==> src/rtl/div_pkg.sv <==
// Shared types and constants for the sequential restoring divider.
package div_pkg;

    localparam int DIV_W_DEFAULT = 6;
    localparam int DIV_W_MAX     = 64;

    // Quotient reported on divide-by-zero; sliced to the operand width by users.
    localparam logic [DIV_W_MAX-1:0] DIV_Q_DBZ = '1;

    typedef enum logic [1:0] {
        IDLE,
        CALC,
        DONE
    } div_state_e;

    // Iteration counter must hold the value WIDTH itself.
    function automatic int div_cnt_w(input int w);
        return $clog2(w + 1);
    endfunction

endpackage

==> src/rtl/div_step.sv <==
// One restoring-division iteration: shift in a dividend bit, trial-subtract the divisor.
module div_step #(
    parameter int WIDTH = 6
) (
    input  logic [WIDTH:0]   rem,
    input  logic             dvd_msb,
    input  logic [WIDTH-1:0] divisor,
    output logic [WIDTH:0]   rem_nxt,
    output logic             q_bit
);

    logic [WIDTH:0] rem_sh;
    logic [WIDTH:0] diff;

    always_comb begin
        rem_sh  = {rem[WIDTH-1:0], dvd_msb};
        diff    = rem_sh - {1'b0, divisor};
        // Either top bit set means the shifted value already exceeds any WIDTH-bit divisor;
        // otherwise bit WIDTH of the difference is the borrow.
        q_bit   = rem[WIDTH] | rem_sh[WIDTH] | ~diff[WIDTH];
        rem_nxt = q_bit ? {1'b0, diff[WIDTH-1:0]} : {1'b0, rem_sh[WIDTH-1:0]};
    end

endmodule

==> src/rtl/div_ctrl.sv <==
// Sequential unsigned divider: one quotient bit per clock, done pulse when q/r are valid.
module div_ctrl
    import div_pkg::*;
#(
    parameter int WIDTH = DIV_W_DEFAULT
) (
    input  logic             clk,
    input  logic             rst_n,
    input  logic             start,
    input  logic [WIDTH-1:0] a,
    input  logic [WIDTH-1:0] b,
    output logic             busy,
    output logic             done,
    output logic [WIDTH-1:0] q,
    output logic [WIDTH-1:0] r,
    output logic             dbz
);

    localparam int CNT_W = div_cnt_w(WIDTH);

    div_state_e       state_q, state_d;
    logic [CNT_W-1:0] cnt_q, cnt_d;
    logic [WIDTH-1:0] q_q, q_d;
    logic [WIDTH-1:0] r_q, r_d;
    logic             dbz_q, dbz_d;

    logic [WIDTH-1:0] dvd_q, dvd_d;
    logic [WIDTH-1:0] dsr_q, dsr_d;
    logic [WIDTH:0]   rem_q, rem_d;
    logic [WIDTH-1:0] quo_q, quo_d;

    logic [WIDTH:0]   rem_nxt;
    logic             q_bit;
    logic [WIDTH-1:0] quo_nxt;

    div_step #(.WIDTH(WIDTH)) u_step (
        .rem     (rem_q),
        .dvd_msb (dvd_q[WIDTH-1]),
        .divisor (dsr_q),
        .rem_nxt (rem_nxt),
        .q_bit   (q_bit)
    );

    always_comb begin
        quo_nxt = WIDTH'({quo_q, q_bit});
        state_d = state_q;
        cnt_d   = cnt_q;
        q_d     = q_q;
        r_d     = r_q;
        dbz_d   = dbz_q;
        dvd_d   = dvd_q;
        dsr_d   = dsr_q;
        rem_d   = rem_q;
        quo_d   = quo_q;

        case (state_q)
            IDLE, DONE: begin
                state_d = IDLE;
                if (start) begin
                    if (b != '0) begin
                        dvd_d   = a;
                        dsr_d   = b;
                        rem_d   = '0;
                        quo_d   = '0;
                        cnt_d   = CNT_W'(WIDTH);
                        state_d = CALC;
                    end else begin
                        // Divide-by-zero skips the datapath and reports immediately.
                        q_d     = DIV_Q_DBZ[WIDTH-1:0];
                        r_d     = a;
                        dbz_d   = 1'b1;
                        state_d = DONE;
                    end
                end
            end
            CALC: begin
                dvd_d = dvd_q << 1;
                rem_d = rem_nxt;
                quo_d = quo_nxt;
                cnt_d = cnt_q - CNT_W'(1);
                if (cnt_q == CNT_W'(1)) begin
                    q_d     = quo_nxt;
                    r_d     = rem_nxt[WIDTH-1:0];
                    dbz_d   = 1'b0;
                    state_d = DONE;
                end
            end
            default: state_d = IDLE;
        endcase
    end

    always_ff @(posedge clk or negedge rst_n) begin
        if (!rst_n) begin
            state_q <= IDLE;
            cnt_q   <= '0;
            q_q     <= '0;
            r_q     <= '0;
            dbz_q   <= 1'b0;
        end else begin
            state_q <= state_d;
            cnt_q   <= cnt_d;
            q_q     <= q_d;
            r_q     <= r_d;
            dbz_q   <= dbz_d;
        end
    end

    // Working registers are only meaningful in CALC, so they carry no reset.
    always_ff @(posedge clk) begin
        dvd_q <= dvd_d;
        dsr_q <= dsr_d;
        rem_q <= rem_d;
        quo_q <= quo_d;
    end

    assign busy = (state_q == CALC);
    assign done = (state_q == DONE);
    assign q    = q_q;
    assign r    = r_q;
    assign dbz  = dbz_q;

endmodule
==> config.mk <==
export PLATFORM = sky130hd
export DESIGN_NAME = div_ctrl
export DESIGN_NICKNAME = d
export VERILOG_FILES = /design/src/rtl/div_pkg.sv /design/src/rtl/div_step.sv /design/src/rtl/div_ctrl.sv
export SDC_FILE = /design/constraint.sdc
export NUM_CORES = 1
export LEC_CHECK = 0
export ABC_AREA = 1
export CAP_MARGIN = 20
export CORE_ASPECT_RATIO = 1.1
export CORE_MARGIN = 2
export CORE_UTILIZATION = 49
export CTS_CLUSTER_DIAMETER = 40
export DETAILED_ROUTE_END_ITERATION = 8
export GPL_ROUTABILITY_DRIVEN = 0
export PLACE_DENSITY = 0.74
export SYNTH_ARGS = -nofsm -noshare
export SYNTH_HDL_FRONTEND = slang
export SYNTH_HIERARCHICAL = 1
export SYNTH_SLANG_ARGS = --single-unit
==> constraint.sdc <==
create_clock -name clk -period 1.7 [get_ports clk]
set_input_delay 0.51 -clock clk [delete_from_list [all_inputs] [get_ports clk]]
set_output_delay 0.51 -clock clk [all_outputs]
set_load 0.02 [all_outputs]
Word-level counts from Yosys, hierarchy flattened

Index checks and enable logic that the tools add are counted.

Add/subtract/negate cells: 2
$mul: 0
Div/mod/pow operators: 0
Order comparisons: 0
Equality and inequality tests: 7
Shift-type cells: 0
Muxes and demuxes: 29
Bitwise gates (word level): 3
Reductions and logical operators: 7

Operator list:

| cell                | count |
|---|---|
| $mux 6              | 9 |
| $pmux 6 s2          | 3 |
| $mux 7              | 2 |
| $pmux 7 s2          | 1 |
| $mux 5              | 2 |
| $pmux 5 s2          | 1 |
| $sub 7x6->7         | 1 |
| $mux 2              | 3 |
| $mux 3              | 2 |
| $ne 2x2->1 const B  | 3 |
| $pmux 3 s2          | 1 |
| $reduce_and 3->1    | 2 |
| $reduce_bool 6->1   | 1 |
| $pmux 2 s2          | 1 |
| $reduce_and 4->1    | 1 |
| $eq 3x1->1 const B  | 1 |
| $mux 1              | 3 |
| $sub 3x1->3 const B | 1 |
| $eq 2x1->1 const B  | 1 |
| $eq 2x2->1 const B  | 1 |
| $logic_not 2->1     | 1 |
| $ne 2x1->1 const B  | 1 |
| $or 1x1->1          | 2 |
| $pmux 1 s2          | 1 |
| other kinds (3)     | 3 |

Bits in registers: 42
Latch bits: 0
RAM bits: 0
Bits in read-only memories: 0
Bits of input ports: 15
Output and inout port bits: 15
Word-level logic and storage cells: 57
Memories kept: 0

Longest topological paths before layout

Gate-level depths: netlist of run 1.

Word-level depth: 6
Mapped depth: 15
Mapped depth without buffers: 15

By module

Netlist of run 1, hierarchy kept.

By module, submodules not included:

| module   | instances | cells an instance | area each (um2) | sequential area each (um2) |
|---|---|---|---|---|
| div_ctrl | 1         | 175               | 1,780.5         | 1,171.1 |
| div_step | 1         | 67                | 432.9           | 0.0 |

Least setup slack after synthesis of run 1

Ideal clock, no wire load.

Kind: reg-to-reg
Start: register dvd_q[5]
End: register r_q[2], in the netlist r[2]
Library setup time: 0.065 ns
Arrival: 1.801 ns
Required time: 1.635 ns
Path slack: -0.167 ns
Stages on the path, launching flop included: 16
Buffers on the path: 0
Period minus slack after synthesis: 1.867 ns
Cells stage by stage: edfxtp_1 inv_1 ha_1 inv_1 fa_1 nand3_1 nand2_2 nand2_4 nand2_8 inv_8 nand2_2 o21ai_2 inv_1 o21ai_0 nand2_1 nand2_1

Word-level cells in the longest chain between the ends: 6

RTL lines:

| element                | RTL line        | RTL |
|---|---|---|
| from (decl)            | div_ctrl.sv:27  | `logic [WIDTH-1:0] dvd_q, dvd_d;` |
| from (signal assigned) | div_ctrl.sv:110 | `dvd_q <= dvd_d;` |
| $sub 7x6->7            | div_step.sv:17  | `diff = rem_sh - {1'b0, divisor};` |
| $not 1->1              | div_step.sv:20  | `q_bit = rem[WIDTH] \| rem_sh[WIDTH] \| ~diff[WIDTH];` |
| $or 1x1->1             | div_step.sv:20  |  |
| named net q_bit        | div_ctrl.sv:33  | `logic q_bit;` |
| $mux 6                 | div_step.sv:21  | `rem_nxt = q_bit ? {1'b0, diff[WIDTH-1:0]} : {1'b0, rem_sh[WIDTH-1:0]};` |
| named net rem_nxt[2]   | div_ctrl.sv:32  | `logic [WIDTH:0] rem_nxt;` |
| $mux 6                 | div_ctrl.sv:81  | `if (cnt_q == CNT_W'(1)) begin` |
| $pmux 6 s2             | div_ctrl.sv:56  | `case (state_q)` |
| to (signal assigned)   | div_ctrl.sv:103 | `r_q <= r_d;` |
| to (decl)              | div_ctrl.sv:24  | `logic [WIDTH-1:0] r_q, r_d;` |

The timed path passes the listed nets, and every way through them passes these cells. The select of a mux whose other input is x is not followed.
A chain may end at the register's enable or synchronous reset.

Worst setup path after layout of run 1

Start: register dvd_q[5]
End: register r_q[3], in the netlist r[3]

Same word-level chain as after synthesis.

==> results of run 1 <==
[sequential cells by signal, summed over array words and instances, names as in the netlist]
name,cells
rem_q,7
dsr_q,6
dvd_q,6
q,6
r,6
quo_q,5
cnt_q,3
state_q,2
dbz,1
[worst max-delay path, cell delays in order (launching register included)]
cell and delay [ns]:
edfxtp_1 0.40, inv_1 0.08, ha_2 0.17, inv_2 0.04, fa_2 0.34, nand3_2 0.07
nand2_2 0.08, nand2_4 0.09, nand2_8 0.08, clkinv_8 0.07, nand2_2 0.05, nand2_2 0.05
inv_2 0.04, o21ai_2 0.11, nand2_1 0.08, nand2_1 0.07
[worst min path at each step]
stage	slack, ns	from	cells after the start	end
after floorplan	0.21	rst_n	0	cnt_q[0]
after global placement	0.48	cnt_q[2]	2	cnt_q[2]
after detailed placement	0.49	dbz	2	dbz
after CTS	0.50	dbz	2	dbz
after global routing	0.53	dbz	2	dbz
final	0.50	dbz	2	dbz
[area by class of cell]
| class | instances | area (sq um) |
|---|---|---|
| clock buffers | 7 | 86.3 |
| flip-flops and latches | 42 | 1170 |
| clock inverters | 1 | 30.0 |
| well taps | 54 | 67.6 |
| inverters | 32 | 135 |
| multi-input cells | 160 | 873 |
| fillers | 381 | 1510 |
| repair buffers | 51 | 447 |
[power by group]
part           total [mW]  switching [mW]  internal [mW]
registers            1.91           0.230           1.68
logic                3.18            1.91           1.27
clock network       0.818           0.339          0.479
[cell usage after synthesis]
cell	number
edfxtp_1	24
nor2_1	19
nand3_1	23
xor2_1	1
buf_6	3
o21ai_2	2
or2_1	1
nor2_8	1
nand3_4	1
nand2_2	12
ha_1	8
nor2_2	1
inv_8	1
buf_2	4
conb_1	1
nand2_1	75
xnor2_1	2
dfrtp_1	18
inv_1	30
nand4_2	1
fa_1	1
or2_2	1
inv_4	1
a21oi_1	2
buf_4	1
o21ai_0	6
nand2_8	1
nand2_4	1
[cell families (layout without fill, tap and decap cells)]
family	Yosys count	in the layout
flip-flops	42	42
AO/OA/AOI/OAI	10	10
other	1	1
XOR/XNOR	3	3
adder cells (fa/ha/maj)	9	9
buffers and inverters	40	91
AND/OR/NAND/NOR	137	137
[routing by layer]
layer	part of all wire (%)	up-vias	track usage [%]
met1	43	796	27.2
met2	53	33	36.4
met5	0	-	0
met3	3.6	2	3.63
li1	-	860	-
met4	0.52	0	4.67
[timing repair]
item	CTS	global route
gates resized for setup	19	6
pin swaps	5	1
buffers inserted	2	0
hold endpoints to repair	0	0
setup endpoints to repair	29	16
cloned	0	0
==> flow_metrics.py, run 1 <==
metrics = {
    "power": {
        "total_power_mw": 5.91,
        "power_density_nw_per_um2": 2100,
        "leakagePower_nw": 1.42,
        "vdd_drop_max_v": 0.00128,
    },
    "floorplanning": {
        "die_y_um": 74.5,
        "io_pins": 30,
        "die_x_um": 68.1,
        "initial_core_util_pct": 51.3,
        "num_rows": 25,
        "core-area_sq_um": 4320,
        "die-area_sq_um": 5070,
    },
    "finish": {
        "layout_common_cells": "nand2_1 (75), edfxtp_1 (24), inv_1 (23), nand3_1 (21), buf_4 (21)",
        "final_area_sq_um": 2810,
        "syn_to_final_growth_pct": 27.0,
        "fin_nets": 316,
        "finish.utilization_pct": 65.1,
        "antennaDiodeCount": 0,
        "final_common_cell": "nand2_1",
        "fin_cells": 347,
        "drive_gt1_share_pct": 22.5,
    },
    "sta": {
        "min_period_ns": 1.87,
        "fin_setup_tns_ns": -1.98,
        "whs_ns": 0.500,
        "slew_violations": 0,
        "timing.final.crit_share_pct": 110,
        "hold_viol": 0,
        "rsz0062_at_grt": "true",
        "setup_viol": 14,
        "postLayoutSetupSlackWorst_ns": -0.171,
        "max_freq_mhz": 534,
        "fin_skew_ns": 0.00481,
    },
    "synth": {
        "avgSynthCellArea_sq_um": 9.15,
        "synth-simple-area-share_pct": 29.1,
        "synth_compound_area_share_pct": 2.60,
        "synth_cell_types": 28,
        "synth_area_leader_cell": "edfxtp_1",
        "ys_seq_elements": 42,
        "ys_warn_count": 6,
        "netlist_area_sq_um": 2210,
        "synthXorXnorAreaFrac_pct": 1.19,
        "synth_top_family_by_area": "simple AND/OR/NAND/NOR gates",
        "seq_area_frac_synth_pct": 52.9,
        "synth.area.top_cells": "edfxtp_1 (33%), dfrtp_1 (20%), nand2_1 (13%)",
        "synth.mux.area_fraction_pct": 0,
        "synthAdderAreaFrac_pct": 5.43,
        "syn_inst": 242,
        "netlist.area_leader.share_pct": 32.6,
        "synth_fp_nets": 266,
    },
    "run": {
        "drv_cap": 0,
    },
    "cts": {
        "clkTransAtPathRegs_ns": 0.08,
        "cts.sinks": 42,
        "ctsHtreeMaxLevel": 2,
        "cts_tree": "yes",
        "cts-root-buf": "clkbuf_8",
        "numCtsBuffers": 5,
        "hold_buffers": 0,
        "clock_path_buffers": 2,
        "clock_latency_ns": 0.29,
    },
    "place": {
        "placed_area_sq_um": 2680,
        "dpl_worst_slack_ns": -0.241,
        "portBuffers": 29,
        "dp_cells": 337,
        "dpl.hpwl_um": 3360,
    },
    "global_route": {
        "antenna_found_initial": 0,
        "gr-total-overflow": 0,
        "grtUsageTotal_pct": 20.9,
        "grt_pass1_wl_um": 7760,
        "grt_max_degree": 29,
        "grt_pass1_vias": 1679,
    },
    "drt": {
        "dr_total_vias": 1691,
        "via_per_inst": 4.87,
        "drc_errors": 0,
        "drt_first_iter_violations": 75,
        "dr.pass1.iters": 4,
        "postRouteAntennaNets": 0,
        "postRouteWirelength_um": 4620,
        "wl_per_cell_um": 13.3,
    },
    "worst_setup_path": {
        "worstPathMaxFanout": 8,
        "timing_worst_setup_path_type": "flop to flop",
        "endpoint_kind": "flop",
        "r2r_end": "r[3]",
        "crit_end": "r[3]",
        "r2r-start": "dvd_q[5]",
        "r2r_setup_slack_ns": -0.17,
        "critPathRequiredTime_ns": 1.93,
        "critPathArrivalTime_ns": 2.10,
        "startpoint": "dvd_q[5]",
        "worstSetupStartpointType": "flop",
        "reg2reg_depth": 15,
    },
    "run_status": {
        "violations": "negative setup slack",
        "status": "finished with violations",
    },
    "hold_path": {
        "worstHoldPathType": "flop to flop",
    },
}
Power figures use the tool's default switching activity.
==> run 2, diff against run 1 <==
--- a/config.mk
+++ b/config.mk
@@ -5,16 +5,14 @@
 export SDC_FILE = /design/constraint.sdc
 export NUM_CORES = 1
 export LEC_CHECK = 0
-export ABC_AREA = 1
 export CAP_MARGIN = 20
 export CORE_ASPECT_RATIO = 1.1
 export CORE_MARGIN = 2
-export CORE_UTILIZATION = 49
+export CORE_UTILIZATION = 48
 export CTS_CLUSTER_DIAMETER = 40
 export DETAILED_ROUTE_END_ITERATION = 8
 export GPL_ROUTABILITY_DRIVEN = 0
 export PLACE_DENSITY = 0.74
 export SYNTH_ARGS = -nofsm -noshare
 export SYNTH_HDL_FRONTEND = slang
-export SYNTH_HIERARCHICAL = 1
 export SYNTH_SLANG_ARGS = --single-unit
==> run 2 against run 1 <==
Die area is 5.9% lower; critical endpoint is now rem_q[5]; routed wire length is 5.6% higher; setup slack worse by 0.23 ns; maximum frequency is 11% lower; largest power group unchanged; the flow still finishes with violations (negative setup slack); count of clock-buffer cells in the layout is 1 higher; clock power is 26% lower.
==> flow_metrics.py, run 2 <==
metrics = {
    "global_route": {
        "gr-total-overflow": 0,
        "grt_pass1_vias": 1638,
        "grt_pass1_wl_um": 7820,
        "antenna_found_initial": 0,
        "grt_max_degree": 22,
        "grtUsageTotal_pct": 22.1,
    },
    "synth": {
        "synth_ff_type": "edfxtp_1",
        "async_flop_share_pct": 43.9,
        "netlist_area_sq_um": 2030,
        "synth_edf_count": 23,
        "synth_most_common_cell": "nand2_1",
        "synth_fp_nets": 207,
        "synth_area_leader_cell": "edfxtp_1",
        "seq_area_frac_synth_pct": 56.2,
        "avgSynthCellArea_sq_um": 11.1,
        "ys_warn_count": 0,
        "synth_common_cells": "nand2_1 (25), edfxtp_1 (23), dfrtp_1 (18)",
        "netlist.area_leader.share_pct": 34.0,
        "syn_inst": 183,
        "ys_seq_elements": 41,
        "synth.area.top_cells": "edfxtp_1 (34%), dfrtp_1 (22%), ha_1 (4.9%)",
        "synth_cell_types": 48,
    },
    "floorplanning": {
        "io_pins": 30,
        "die_x_um": 66.0,
        "num_rows": 24,
        "die_y_um": 72.2,
        "core-area_sq_um": 4020,
        "die-area_sq_um": 4770,
        "initial_core_util_pct": 50.5,
    },
    "finish": {
        "final_common_cell": "buf_4",
        "layout_common_cells": "buf_4 (32), edfxtp_1 (23), nand2_1 (21), dfrtp_1 (18), dlygate4sd2_1 (15)",
        "drive_gt1_share_pct": 31.0,
        "fin_cells": 304,
        "register_area_sq_um": 1140,
        "fin_nets": 275,
        "multi_input_area_sq_um": 948,
        "antennaDiodeCount": 0,
        "syn_to_final_growth_pct": 42.4,
        "n_fill_cell": 295,
    },
    "drt": {
        "postRouteAntennaNets": 0,
        "drc_errors": 0,
        "dr_total_vias": 1651,
        "dr.pass1.iters": 4,
        "via_per_inst": 5.43,
        "drt_first_iter_violations": 107,
        "postRouteWirelength_um": 4880,
        "wl_per_cell_um": 16.0,
    },
    "sta": {
        "timing.final.crit_share_pct": 124,
        "slew_violations": 0,
        "setup_viol": 14,
        "worstMarginPinSlew_ns": 0.363,
        "rsz0062_at_grt": "true",
        "hold_viol": 0,
        "postLayoutSetupSlackWorst_ns": -0.405,
        "slew_headroom_pct": 75.8,
        "fin_skew_ns": 0.00505,
        "max_freq_mhz": 475,
        "min_period_ns": 2.11,
    },
    "cts": {
        "cts.sinks": 41,
        "ctsHtreeMaxLevel": 2,
        "hold_buffers": 0,
        "clock_path_buffers": 2,
        "cts-root-buf": "clkbuf_8",
        "clkTransAtPathRegs_ns": 0.07,
        "cts_tree": "yes",
        "numCtsBuffers": 5,
        "clock_latency_ns": 0.29,
    },
    "worst_setup_path": {
        "critPathRequiredTime_ns": 1.74,
        "r2r_end": "rem_q[5]",
        "endpoint_kind": "flop",
        "worstSetupStartpointType": "flop",
        "critPathArrivalTime_ns": 2.15,
        "timing_worst_setup_path_type": "flop to flop",
        "r2r_setup_slack_ns": -0.41,
        "reg2reg_depth": 9,
        "worstPathMaxFanout": 5,
        "r2r-start": "dvd_q[5]",
    },
    "hold_path": {
        "hold_path_startpoint": "q[2]",
        "whs_path_depth": 1,
        "holdPathEnd": "q[2]",
        "worstHoldPathType": "flop to flop",
    },
    "run_status": {
        "status": "finished with violations",
        "violations": "negative setup slack",
    },
    "power": {
        "vdd_drop_max_v": 0.00127,
        "leakagePower_nw": 1.28,
        "power_density_nw_per_um2": 2130,
        "total_power_mw": 6.18,
    },
    "place": {
        "portBuffers": 29,
        "dp_cells": 287,
        "dpl.hpwl_um": 3560,
    },
    "run": {
        "drv_cap": 0,
    },
}
==> run 2: worst max-delay path by stage <==
stage,start,end,slack [ns]
global route,dvd_q[5],rem_q[5],-0.47
detailed placement,b[1],r[5],-0.48
CTS,dvd_q[5],rem_q[5],-0.39
global placement,b[1],r[5],-0.42
floorplan,dvd_q[5],rem_q[5],-0.22
finish,dvd_q[5],rem_q[5],-0.41
==> run 2: layer usage <==
layer | track usage [%] | up-vias | wire length (um)
met5 | 0 | - | 0
met4 | 9.07 | 0 | 141
met3 | 4.19 | 13 | 212
met2 | 38.3 | 47 | 2580
met1 | 27.0 | 805 | 1940
li1 | - | 786 | -
==> run 2: cell type report <==
type / instances / area share [%]
Sequential cell: 41 / 39.4
Inverter: 15 / 1.95
Timing Repair Buffer: 68 / 20.8
Tap cell: 52 / 2.25
Multi-Input combinational cell: 120 / 32.8
Clock buffer: 8 / 2.77
==> run 2: logic make-up after synthesis <==
family / count (synthesis) / synth area share, %
AO/OA/AOI/OAI: 43 / 15.7
XOR/XNOR: 3 / 1.29
multiplexers: 1 / 0.493
adder cells (fa/ha/maj): 9 / 5.91
flip-flops: 41 / 56.2
buffers and inverters: 22 / 4.68
AND/OR/NAND/NOR: 64 / 15.8
==> run 2: critical path, cell delays in order (launching register included) <==
cell      delay (ns)
edfxtp_1        0.41
inv_1           0.08
ha_2            0.19
inv_2           0.04
fa_2            0.33
a21o_1          0.21
and4_4          0.20
nor2_4          0.16
nor2_2          0.06
a21o_1          0.17
==> run 2: timing repair <==
item	in CTS	in global routing
setup endpoints to repair	57	37
pin swaps	9	13
resized for setup	32	28
setup buffers	5	5
==> run 2: metrics by stage <==
stage	setup WS, ns	hold slack [ns]	setup TNS (ns)	utilization, %	area (sq um)
after CTS	-0.392	0.496	-4.70	68.1	2740
after global routing	-0.474	0.502	-5.89	71.9	2890
after global placement	-0.424	0.477	-14.15	64.8	2610
after detailed placement	-0.485	0.480	-16.86	64.8	2610
after floorplan	-0.220	0.214	-2.10	-	2040
final	-0.405	0.493	-4.75	71.9	2890
==> run 2: report_power, final <==
part / internal (mW) / switching, mW
clock network: 0.292 / 0.311
registers: 1.65 / 0.235
logic: 1.74 / 1.96
total: 3.67 / 2.51
==> run 3, diff against run 2 <==
--- a/config.mk
+++ b/config.mk
@@ -12,7 +12,7 @@
 export CTS_CLUSTER_DIAMETER = 40
 export DETAILED_ROUTE_END_ITERATION = 8
 export GPL_ROUTABILITY_DRIVEN = 0
-export PLACE_DENSITY = 0.74
+export PLACE_DENSITY = 0.82
 export SYNTH_ARGS = -nofsm -noshare
 export SYNTH_HDL_FRONTEND = slang
 export SYNTH_SLANG_ARGS = --single-unit
==> run 3 against run 2 <==
The flow still finishes with violations (negative setup slack); final area down 4.8%; register-to-register slack gained 0.06 ns; critical path depth fell by 2; combinational power is 11% lower; sequential share of layout area grew 2.0 points; count of clock-buffer cells in the layout is the same; clock skew hardly changed; via count fell by 1.2%.
==> flow_metrics.py, run 3 (same netlist as run 2, synthesis figures left out) <==
metrics = {
    "run_status": {
        "status": "finished with violations",
        "violations": "negative setup slack",
    },
    "sta": {
        "rsz0062_at_grt": "true",
        "worstMarginPinSlew_ns": 0.406,
        "slew_headroom_pct": 72.9,
        "hold_viol": 0,
        "setup_viol": 14,
        "max_freq_mhz": 488,
        "postLayoutSetupSlackWorst_ns": -0.350,
        "min_period_ns": 2.05,
        "fin_setup_tns_ns": -3.68,
        "fin_skew_ns": 0.00548,
        "timing.final.crit_share_pct": 121,
        "slew_violations": 0,
    },
    "finish": {
        "drive_gt1_share_pct": 24.6,
        "final_common_cell": "buf_4",
        "finish.utilization_pct": 68.5,
        "layout_common_cells": "buf_4 (29), nand2_1 (25), edfxtp_1 (23), dfrtp_1 (18), dlygate4sd2_1 (17)",
        "fin_nets": 267,
        "antennaDiodeCount": 0,
        "syn_to_final_growth_pct": 35.7,
    },
    "worst_setup_path": {
        "worstSetupStartpointType": "flop",
        "critPathRequiredTime_ns": 1.93,
        "startpoint": "rem_q[4]",
        "r2r-start": "rem_q[4]",
        "reg2reg_depth": 7,
        "r2r_setup_slack_ns": -0.35,
        "critPathArrivalTime_ns": 2.28,
        "worstPathMaxFanout": 6,
        "endpoint_kind": "flop",
        "timing_worst_setup_path_type": "flop to flop",
    },
    "global_route": {
        "grtUsageTotal_pct": 23.6,
        "gr-total-overflow": 0,
        "grt_pass1_vias": 1713,
        "grt_pass1_wl_um": 8210,
        "grt_max_degree": 22,
        "antenna_found_initial": 0,
    },
    "floorplanning": {
        "initial_core_util_pct": 50.5,
        "die_x_um": 66.0,
        "num_rows": 24,
        "die-area_sq_um": 4770,
        "die_y_um": 72.2,
        "core-area_sq_um": 4020,
        "io_pins": 30,
    },
    "hold_path": {
        "whs_path_depth": 1,
        "hold_path_startpoint": "q[2]",
        "worstHoldPathType": "flop to flop",
    },
    "power": {
        "total_power_mw": 5.84,
        "vdd_drop_max_v": 0.00126,
        "power_density_nw_per_um2": 2120,
        "leakagePower_nw": 1.21,
    },
    "run": {
        "drv_cap": 0,
    },
    "cts": {
        "ctsHtreeMaxLevel": 2,
        "clock_path_buffers": 2,
        "cts_tree": "yes",
        "clock_latency_ns": 0.30,
        "clkTransAtPathRegs_ns": 0.08,
        "cts-root-buf": "clkbuf_8",
        "cts.sinks": 41,
        "numCtsBuffers": 5,
        "hold_buffers": 0,
    },
    "drt": {
        "dr_total_vias": 1632,
        "drc_errors": 0,
        "via_per_inst": 5.51,
        "postRouteWirelength_um": 5000,
        "dr.pass1.iters": 4,
        "drt_first_iter_violations": 70,
        "postRouteAntennaNets": 0,
        "wl_per_cell_um": 16.9,
    },
    "place": {
        "portBuffers": 29,
        "dpl.hpwl_um": 3400,
    },
}
run 3: changes by cell type in the layout (fill, tap and decap cells not counted), sizes merged:
cell and delta:
buf -8, dlygate4sd2 +2, dlymetal6s2s -2
run 3: report_power, final:
part	switching, mW	internal (mW)
clock network	0.322	0.292
logic	1.82	1.50
registers	0.263	1.65
run 3: stage by stage:
| stage | instance area (sq um) | hold WS, ns | worst slack [ns] | instances |
|---|---|---|---|---|
| after floorplan | 2040 | 0.214 | -0.220 | 183 |
| after global placement | 2560 | 0.481 | -0.420 | 281 |
| after detailed placement | 2560 | 0.499 | -0.529 | 281 |
| after CTS | 2720 | 0.515 | -0.336 | 295 |
| after global routing | 2760 | 0.527 | -0.429 | 296 |
| final | 2760 | 0.513 | -0.350 | 296 |
run 3: worst paths after layout:
kind / endpoint
max in group asynchronous: r[1]
worst max-delay path: r[2]
worst max register to register: r[2]
min in group asynchronous: q[0]
worst min-delay path: q[2]
worst min register to register: q[2]
run 3: final cells by class:
type / count / area, sq um
Fill cell: 317 / 1270
Sequential cell: 41 / 1140
Multi-Input combinational cell: 120 / 897
Timing Repair Buffer: 60 / 517
Clock buffer: 8 / 80.1
Tap cell: 52 / 65.1
Inverter: 15 / 56.3
run 3: metal layers:
metal	track usage (%)	part of all wire (%)	wire length [um]
met3	4.50	3.8	188
met4	9.30	2.5	124
met1	26.9	39	1970
met2	43.3	54	2720
met5	0	0	0
run 3: critical path, stage by stage, from the launching register on:
cell	delay [ns]
edfxtp_1	0.41
ha_1	0.34
a211oi_4	0.28
buf_4	0.18
and2_4	0.19
nand2_4	0.08
a211oi_2	0.30
o22a_1	0.21
run 3: repair_timing:
item	4_1_cts	5_1_grt
gates resized for setup	36	6
hold endpoints to repair	0	0
pin swaps	10	4
buffers inserted	7	1
endpoints found under the setup margin	59	37
